--- config.mk ---
export PLATFORM = sky130hd
export DESIGN_NAME = wb_arbiter2
export DESIGN_NICKNAME = d
export VERILOG_FILES = /design/src/rtl/wb_arbiter2.sv
export SDC_FILE = /design/constraint.sdc
export NUM_CORES = 1
export LEC_CHECK = 0
export CORE_AREA = 2 2 125 127
export CTS_BUF_LIST = sky130_fd_sc_hd__clkbuf_4
export DETAILED_ROUTE_END_ITERATION = 8
export DIE_AREA = 0 0 127 129
export PLACE_DENSITY = 0.66
export SETUP_SLACK_MARGIN = 0.05
export SYNTH_ARGS = -nofsm -noshare
export SYNTH_HDL_FRONTEND = slang
export SYNTH_SLANG_ARGS = --single-unit
export TNS_END_PERCENT = 1
--- constraint.sdc ---
create_clock -name i_clk -period 2.3 [get_ports i_clk]
set_input_delay 0.345 -clock i_clk [delete_from_list [all_inputs] [get_ports i_clk]]
set_output_delay 0.345 -clock i_clk [all_outputs]
set_load 0.05 [all_outputs]
--- src/rtl/wb_arbiter2.sv ---
// wb_arbiter2: two-master Wishbone arbiter sharing one slave-side bus.
// M0 is instruction fetch, M1 is load/store. One transfer per grant,
// round-robin or fixed (M0 first) arbitration, and a watchdog that completes
// any transfer the slave never acknowledges.
//
// Bundle layouts (flattened):
//   request  [70:0] = {addr[31:0], data[31:0], sel[3:0], cyc, stb, we}
//   response [32:0] = {data[31:0], ack}
module wb_arbiter2 #(
   parameter int PRIORITY = 0,   // 0 = round-robin, 1 = fixed priority (M0 wins)
   parameter int TIMEOUT  = 255  // granted cycles without ack before the watchdog fires (2..65535)
) (
   input  logic        i_clk,
   input  logic        i_rst,
   input  logic [70:0] i_m0_wb,
   output logic [32:0] o_m0_wb,
   input  logic [70:0] i_m1_wb,
   output logic [32:0] o_m1_wb,
   output logic [70:0] o_s_wb,
   input  logic [32:0] i_s_wb,
   output logic [1:0]  o_grant,
   output logic        o_timeout
);

   // Bit positions inside the request bundle.
   localparam int CYC_BIT = 2;
   localparam int STB_BIT = 1;

   // Counter value seen during the TIMEOUT-th granted cycle.
   localparam logic [15:0] WD_LAST = 16'(TIMEOUT - 1);

   typedef enum logic [1:0] {
      IDLE = 2'd0,
      GNT0 = 2'd1,
      GNT1 = 2'd2
   } state_t;

   state_t      state;
   state_t      state_next;
   logic        last;       // master granted most recently (0 = M0, 1 = M1)
   logic [15:0] wd_count;   // granted cycles elapsed in the current transfer

   logic        req0;
   logic        req1;
   logic        s_ack;
   logic [31:0] s_data;
   logic        wd_fire;
   logic        done;
   logic [31:0] resp_data;

   assign req0   = i_m0_wb[CYC_BIT] & i_m0_wb[STB_BIT];
   assign req1   = i_m1_wb[CYC_BIT] & i_m1_wb[STB_BIT];
   assign s_ack  = i_s_wb[0];
   assign s_data = i_s_wb[32:1];

   // A real slave ack always beats the watchdog in the same cycle.
   assign wd_fire   = (state != IDLE) && (wd_count == WD_LAST) && !s_ack;
   assign done      = s_ack | wd_fire;
   assign resp_data = wd_fire ? 32'h0000_0000 : s_data;

   // State register, round-robin history and watchdog counter.
   // NOTE: every register here uses <= so all of them sample the same
   // pre-edge values; a blocking write would leak new values into later lines.
   always_ff @(posedge i_clk) begin
      if (i_rst) begin
         state    <= IDLE;
         last     <= 1'b1;   // so M0 wins the first tie
         wd_count <= '0;
      end else begin
         state <= state_next;
         if (state == IDLE) begin
            wd_count <= '0;
            if (state_next == GNT0) begin
               last <= 1'b0;
            end else if (state_next == GNT1) begin
               last <= 1'b1;
            end
         end else begin
            wd_count <= wd_count + 16'd1;
         end
      end
   end

   // Next-state selection, slave-side mux and response routing.
   // NOTE: every output gets a default before the case so no path leaves a
   // signal unassigned, which would otherwise infer a latch.
   always_comb begin
      state_next = state;
      o_s_wb     = '0;
      o_grant    = 2'b00;
      o_m0_wb    = {resp_data, 1'b0};
      o_m1_wb    = {resp_data, 1'b0};
      o_timeout  = wd_fire;

      case (state)
         IDLE: begin
            if (req0 && req1) begin
               state_next = ((PRIORITY != 0) || last) ? GNT0 : GNT1;
            end else if (req0) begin
               state_next = GNT0;
            end else if (req1) begin
               state_next = GNT1;
            end
         end
         GNT0: begin
            o_s_wb     = i_m0_wb;
            o_grant    = 2'b01;
            o_m0_wb[0] = done;
            if (done || !i_m0_wb[CYC_BIT]) begin
               state_next = IDLE;
            end
         end
         GNT1: begin
            o_s_wb     = i_m1_wb;
            o_grant    = 2'b10;
            o_m1_wb[0] = done;
            if (done || !i_m1_wb[CYC_BIT]) begin
               state_next = IDLE;
            end
         end
         default: begin
            state_next = IDLE;
         end
      endcase
   end

endmodule

After elaboration in Yosys (flattened, before gate mapping)
Index checks and enable logic that the tools add are counted.
{"block": "op_classes", "muxes": 14, "add_sub_neg": 1, "eq_ne": 5, "bitwise_logic": 3, "reduce_logical": 13}
{"operator": "71-bit case mux with 2 select lines", "n": 1}
{"operator": "32-bit two-way mux", "n": 1}
{"operator": "16-bit by 1-bit adder with 16-bit output, second input constant", "n": 1}
{"operator": "16-bit by 8-bit == test with 1-bit output, second input constant", "n": 1}
{"operator": "2-bit two-way mux", "n": 6}
{"operator": "2-bit case mux with 3 select lines", "n": 1}
{"operator": "2-bit by 1-bit == test with 1-bit output, second input constant", "n": 2}
{"operator": "2-bit == test, second input constant", "n": 2}
{"operator": "1-bit two-way mux", "n": 4}
{"operator": "2-bit case mux with 2 select lines", "n": 1}
{"operator": "2-bit nonzero test", "n": 2}
{"operator": "1-bit logical AND", "n": 3}
{"operator": "1-bit zero test", "n": 3}
{"operator": "1-bit AND", "n": 2}
{"operator": "2-bit zero test", "n": 1}
{"operator": "1-bit logical OR", "n": 2}
{"operator": "2-bit AND reduction", "n": 1}
{"operator": "2-bit OR reduction", "n": 1}
{"operator": "1-bit OR", "n": 1}
{"block": "word_totals", "in_bits": 177, "register_bits": 19}

Logic depth before layout (Yosys ltp)
{"block": "logic_depth", "ltp_word": 10, "ltp_mapped": 11, "mapped_depth_nobuf": 9}

Least setup slack after synthesis
No wires, ideal clock.
{"block": "synth_path", "path_type": "register to output", "startpoint": "register wd_count[0]", "endpoint": "output port o_m1_wb[16]", "arrival_time_ns": 2.820, "slack_ns": -0.865, "stages_incl_launch_ff": 9, "cell_sequence": "dfxtp_1 > inv_1 > ha_1 > nor4b_1 > and4_1 > buf_4 > buf_4 > a21boi_0 > buf_4"}
{"block": "synth_via", "elab_chain_len": 4}
{"element": "from (decl)", "line": "41", "rtl": "logic [15:0] wd_count;"}
{"element": "from (signal assigned)", "line": "79", "rtl": "wd_count <= wd_count + 16'd1;"}
{"element": "16-bit by 8-bit == test with 1-bit output", "line": "57", "rtl": "assign wd_fire = (state != IDLE) && (wd_count == WD_LAST) && !s_ack;"}
{"element": "1-bit logical AND (2 in a row)", "line": "57"}
{"element": "32-bit two-way mux", "line": "59", "rtl": "assign resp_data = wd_fire ? 32'h0000_0000 : s_data;"}
{"element": "to (decl)", "line": "18", "rtl": "output logic [32:0] o_m1_wb,"}
No other way between the ends.

Worst setup path in the final report
{"block": "layout_path", "startpoint": "register state[0]", "endpoint": "output port o_timeout"}
{"block": "layout_via", "elab_chain_len": 3}
{"element": "from (decl)", "line": "38", "rtl": "state_t state;"}
{"element": "from (signal assigned)", "line": "70", "rtl": "state <= state_next;"}
{"element": "2-bit nonzero test", "line": "57"}
{"element": "1-bit logical AND (2 in a row)", "line": "57"}
{"element": "to (decl)", "line": "22", "rtl": "output logic o_timeout"}
No other way between the ends.

==> flow_summary.rst <==
.. list-table::
   :header-rows: 1

   * - Metric
     - Value
   * - Root buffer cell
     - sky130_fd_sc_hd__clkbuf_4
   * - Maximum vdd drop
     - 0.240 mV
   * - Avg Vias per Cell
     - 4.78
   * - Overall die width
     - 127 um
   * - Longest Clk Path Bufs
     - 2
   * - Status
     - finished, violations left
   * - Sort of element at the end of the critical path
     - primary output
   * - Floorplan core area
     - 15000 um2
   * - Cell count after synthesis
     - 368
   * - Arrival time worst endpoint
     - 1.98 ns
   * - Compound-gate portion of the synthesized area
     - 0.341
   * - Worst slew pin tran
     - 0.493 ns
   * - Standard-cell row count
     - 45
   * - Worst hold path class
     - reg -> reg
   * - Number of diodes
     - 0
   * - Number of buffers created by CTS
     - 3
   * - Portion of netlist area occupied by mux cells
     - 0.0183
   * - Synth Flop Type
     - sky130_fd_sc_hd__dfxtp_1
   * - Effective utilization at floorplan
     - 0.182
   * - Number of hold buffers added after cts
     - 0
   * - DP HPWL
     - 12.0 mm
   * - Iteration-0 DRC count of the detailed router
     - 168
   * - Maximum number of pins on one net before global-route repair
     - 72
   * - Max_cap viols
     - 0
   * - Start point of the critical path
     - state[0]
   * - LEAKAGE
     - 2.52 nW
   * - Post-Synth Adder-Cell Area
     - 0.0412
   * - Top Ports
     - 317
   * - Count of endpoints failing hold in the final timing report
     - 0
   * - Share of power burned in registers
     - 0.140
   * - Required @ worst endpoint
     - 1.96 ns
   * - Post-place setup slack
     - -0.0581 ns
   * - Violations in the final reports
     - setup timing
   * - Synth warnings
     - 0
   * - Number of antenna violations at the first check in global routing
     - 0
   * - Number of global-route vias before repair
     - 3877
   * - Count of nets left with antenna violations after detail routing
     - 0
   * - Number of DRC violations after detailed routing
     - 0
   * - CTS tree
     - yes
   * - Average cell area after synthesis
     - 7.42 um2
   * - Launch instance of the worst register-to-register path
     - wd_count[0]
   * - Fraction of final layout cells with drive strength greater than 1
     - 0.400
   * - Switching power
     - 0.00111 W
   * - Worst setup endpoint
     - o_timeout
   * - Synthesized net count
     - 554
   * - Max transition margin
     - 0.670
   * - Library cells used by synthesis
     - 45
   * - Sequential fraction of the synthesis area
     - 0.139
   * - Max-slew violation total from the final report
     - 0
   * - Clock sinks
     - 19
   * - Global placer's final weighted congestion
     - 0.828
   * - Skew final
     - 0.00878 ns
   * - Routed len/inst
     - 17.6 um
   * - Power share of the clock group
     - 0.076
   * - Element type at the critical path start
     - register
   * - Most common library cell in the layout ignoring fill and taps
     - sky130_fd_sc_hd__clkdlybuf4s50_1
   * - Switching power share of the total
     - 0.446
   * - Post-layout minimum cycle time
     - 2.32 ns
   * - First-pass GRT wire length
     - 21.4 mm
   * - Post-CTS clock slew at the launch and capture registers of the worst setup and hold paths
     - 0.12 ns
   * - Area share of and/or/nand/nor cells after synthesis
     - 0.296
   * - Length in cells of the worst reg-to-reg path
     - 10
   * - Total power
     - 0.00249 W
   * - Timing-limited maximum frequency
     - 430 MHz
   * - All-layer global routing usage
     - 0.164
   * - Final-stage net count
     - 830
   * - Latest clock arrival within the worst-skew pair
     - 0.30 ns
   * - Number of enable-type register cells in the synthesized netlist
     - 0
   * - Summed instance area of the synthesized netlist
     - 2730 um2
   * - DIE HEIGHT
     - 129 um
   * - Wirelength, routed
     - 14.7 mm
   * - Area of the die
     - 16400 um2
   * - Internal power component
     - 0.00138 W
   * - Combinational share of power
     - 0.783
   * - Critical register-to-register path endpoint
     - last
   * - Worst setup slack after layout
     - -0.0231 ns
   * - Count of TritonRoute iterations in the first routing pass
     - 4
   * - Commonest cells after routing, fill and taps aside
     - 178 x sky130_fd_sc_hd__clkdlybuf4s50_1, 85 x sky130_fd_sc_hd__buf_12, 61 x sky130_fd_sc_hd__a22oi_1, 52 x sky130_fd_sc_hd__buf_6, 40 x sky130_fd_sc_hd__nor2b_2
   * - Buffers added on ports
     - 316
   * - Unrepaired setup endpoints after global routing
     - true
   * - Areal power density over the cells
     - 347 nW/um2
   * - Vias after detailed routing
     - 3970
   * - Async set-or-reset flop fraction in the synthesized netlist
     - 0
   * - Leftover overflow at the end of global routing
     - 0
   * - Category of the critical setup timing path
     - reg -> out
   * - Reg-to-reg setup timing slack
     - -0.01 ns
   * - CP Max Fanout
     - 2
   * - Xor and xnor area share after synthesis
     - 0.00962
   * - Area delta synth->final
     - 163%
   * - Number of synthesized register bits
     - 19
   * - Period utilization
     - 1.01
   * - Main combinational cell family by area after synthesis
     - compound AO/OA/AOI/OAI gates
   * - Number of endpoints failing setup at the final stage
     - 3
   * - H-tree lvl count
     - 1
## Yosys cell counts (all sizes together) (2+ instances only)
cell type / n / area share
nand2: 13 / 0.018
mux2i: 5 / 0.018
ha: 9 / 0.041
nor2b: 71 / 0.16
a21oi: 5 / 0.0092
nor4: 7 / 0.018
or4: 4 / 0.011
xor2: 2 / 0.0064
nand3: 9 / 0.016
buf: 37 / 0.10
o32ai: 2 / 0.0064
o21a: 2 / 0.0055
or3: 8 / 0.018
dfxtp: 19 / 0.14
a21boi: 33 / 0.091
inv: 8 / 0.011
a22oi: 70 / 0.19
nand4: 4 / 0.011
clkbuf: 29 / 0.040
and4: 2 / 0.0064
o21ai: 2 / 0.0037
nor2: 7 / 0.0096
o31ai: 3 / 0.0082
## how the worst min path moves through the flow
| stage | slack [ns] | depth (start not counted) | start | endpoint |
|---|---|---|---|---|
| global placement | 0.45 | 2 | wd_count[15] | wd_count[15] |
| floorplan | 0.44 | 1 | last | last |
| global route | 0.53 | 1 | last | last |
| finish | 0.51 | 1 | last | last |
| CTS | 0.51 | 1 | last | last |
| detailed placement | 0.47 | 2 | wd_count[15] | wd_count[15] |
## power groups by stage
stage | clock [W] | sequential, W | combinational [W]
2_1_floorplan | 0 | 0.000359 | 0.000964
4_1_cts | 0.000194 | 0.000349 | 0.00192
5_1_grt | 0.000200 | 0.000351 | 0.00205
3_5_place_dp | 0 | 0.000355 | 0.00184
3_3_place_gp | 0 | 0.000354 | 0.00183
6_report | 0.000190 | 0.000349 | 0.00195
## sequential cells by signal (all words and copies together), names as in the netlist
name / cells
last: 1
wd_count: 16
state: 2
## final cells by class
cell class                 instances  area [um2]
multi-input combinational        275        2240
clock buffer                       4        30.0
timing repair buffer             337        4250
inverter                           8        30.0
tap                              188         235
fill                            1342        7800
sequential                        19         384
## per-stage QoR
step / instances / hold WS, ns / instance area (um2) / setup TNS [ns] / utilization
5_1_grt: 831 / 0.534 / 7180 / -4.62 / 0.479
6_report: 831 / 0.510 / 7180 / -0.0364 / 0.479
4_1_cts: 831 / 0.508 / 7040 / -0.0792 / 0.470
2_1_floorplan: 368 / 0.435 / 2840 / -3.84 / -
3_3_place_gp: 823 / 0.454 / 6690 / 0 / 0.446
3_5_place_dp: 823 / 0.470 / 6690 / -0.218 / 0.446
## per-layer routing
metal	wire (um)	GRT usage	up-vias	part of all wire
li1	-	-	1874	-
met1	5140	0.187	1846	0.35
met2	8310	0.330	244	0.57
met3	1130	0.0249	6	0.077
met4	85	0.0181	0	0.0058
met5	0	0	-	0
## repair_timing
action | 4_1_cts | 5_1_grt
gates resized for setup | 72 | 45
gates cloned | 1 | 0
setup endpoints to repair | 135 | 138
pin swaps | 3 | 1
buffers inserted | 3 | 0
## logic make-up after synthesis
group / count (synthesis)
AND/OR/NAND/NOR: 133
AO/OA/AOI/OAI: 125
buffers and inverters: 74
flip-flops: 19
adder cells (fa/ha/maj): 9
multiplexers: 5
XOR/XNOR: 3
## critical path: stages, from the launching register on
cell and delay [ns]:
sky130_fd_sc_hd__dfxtp_2 0.36, sky130_fd_sc_hd__inv_2 0.05, sky130_fd_sc_hd__ha_4 0.16, sky130_fd_sc_hd__nor4b_4 0.21, sky130_fd_sc_hd__or4b_4 0.51, sky130_fd_sc_hd__nor4_4 0.20
sky130_fd_sc_hd__buf_12 0.18
Note: power is estimated with default switching activity, not from simulation.
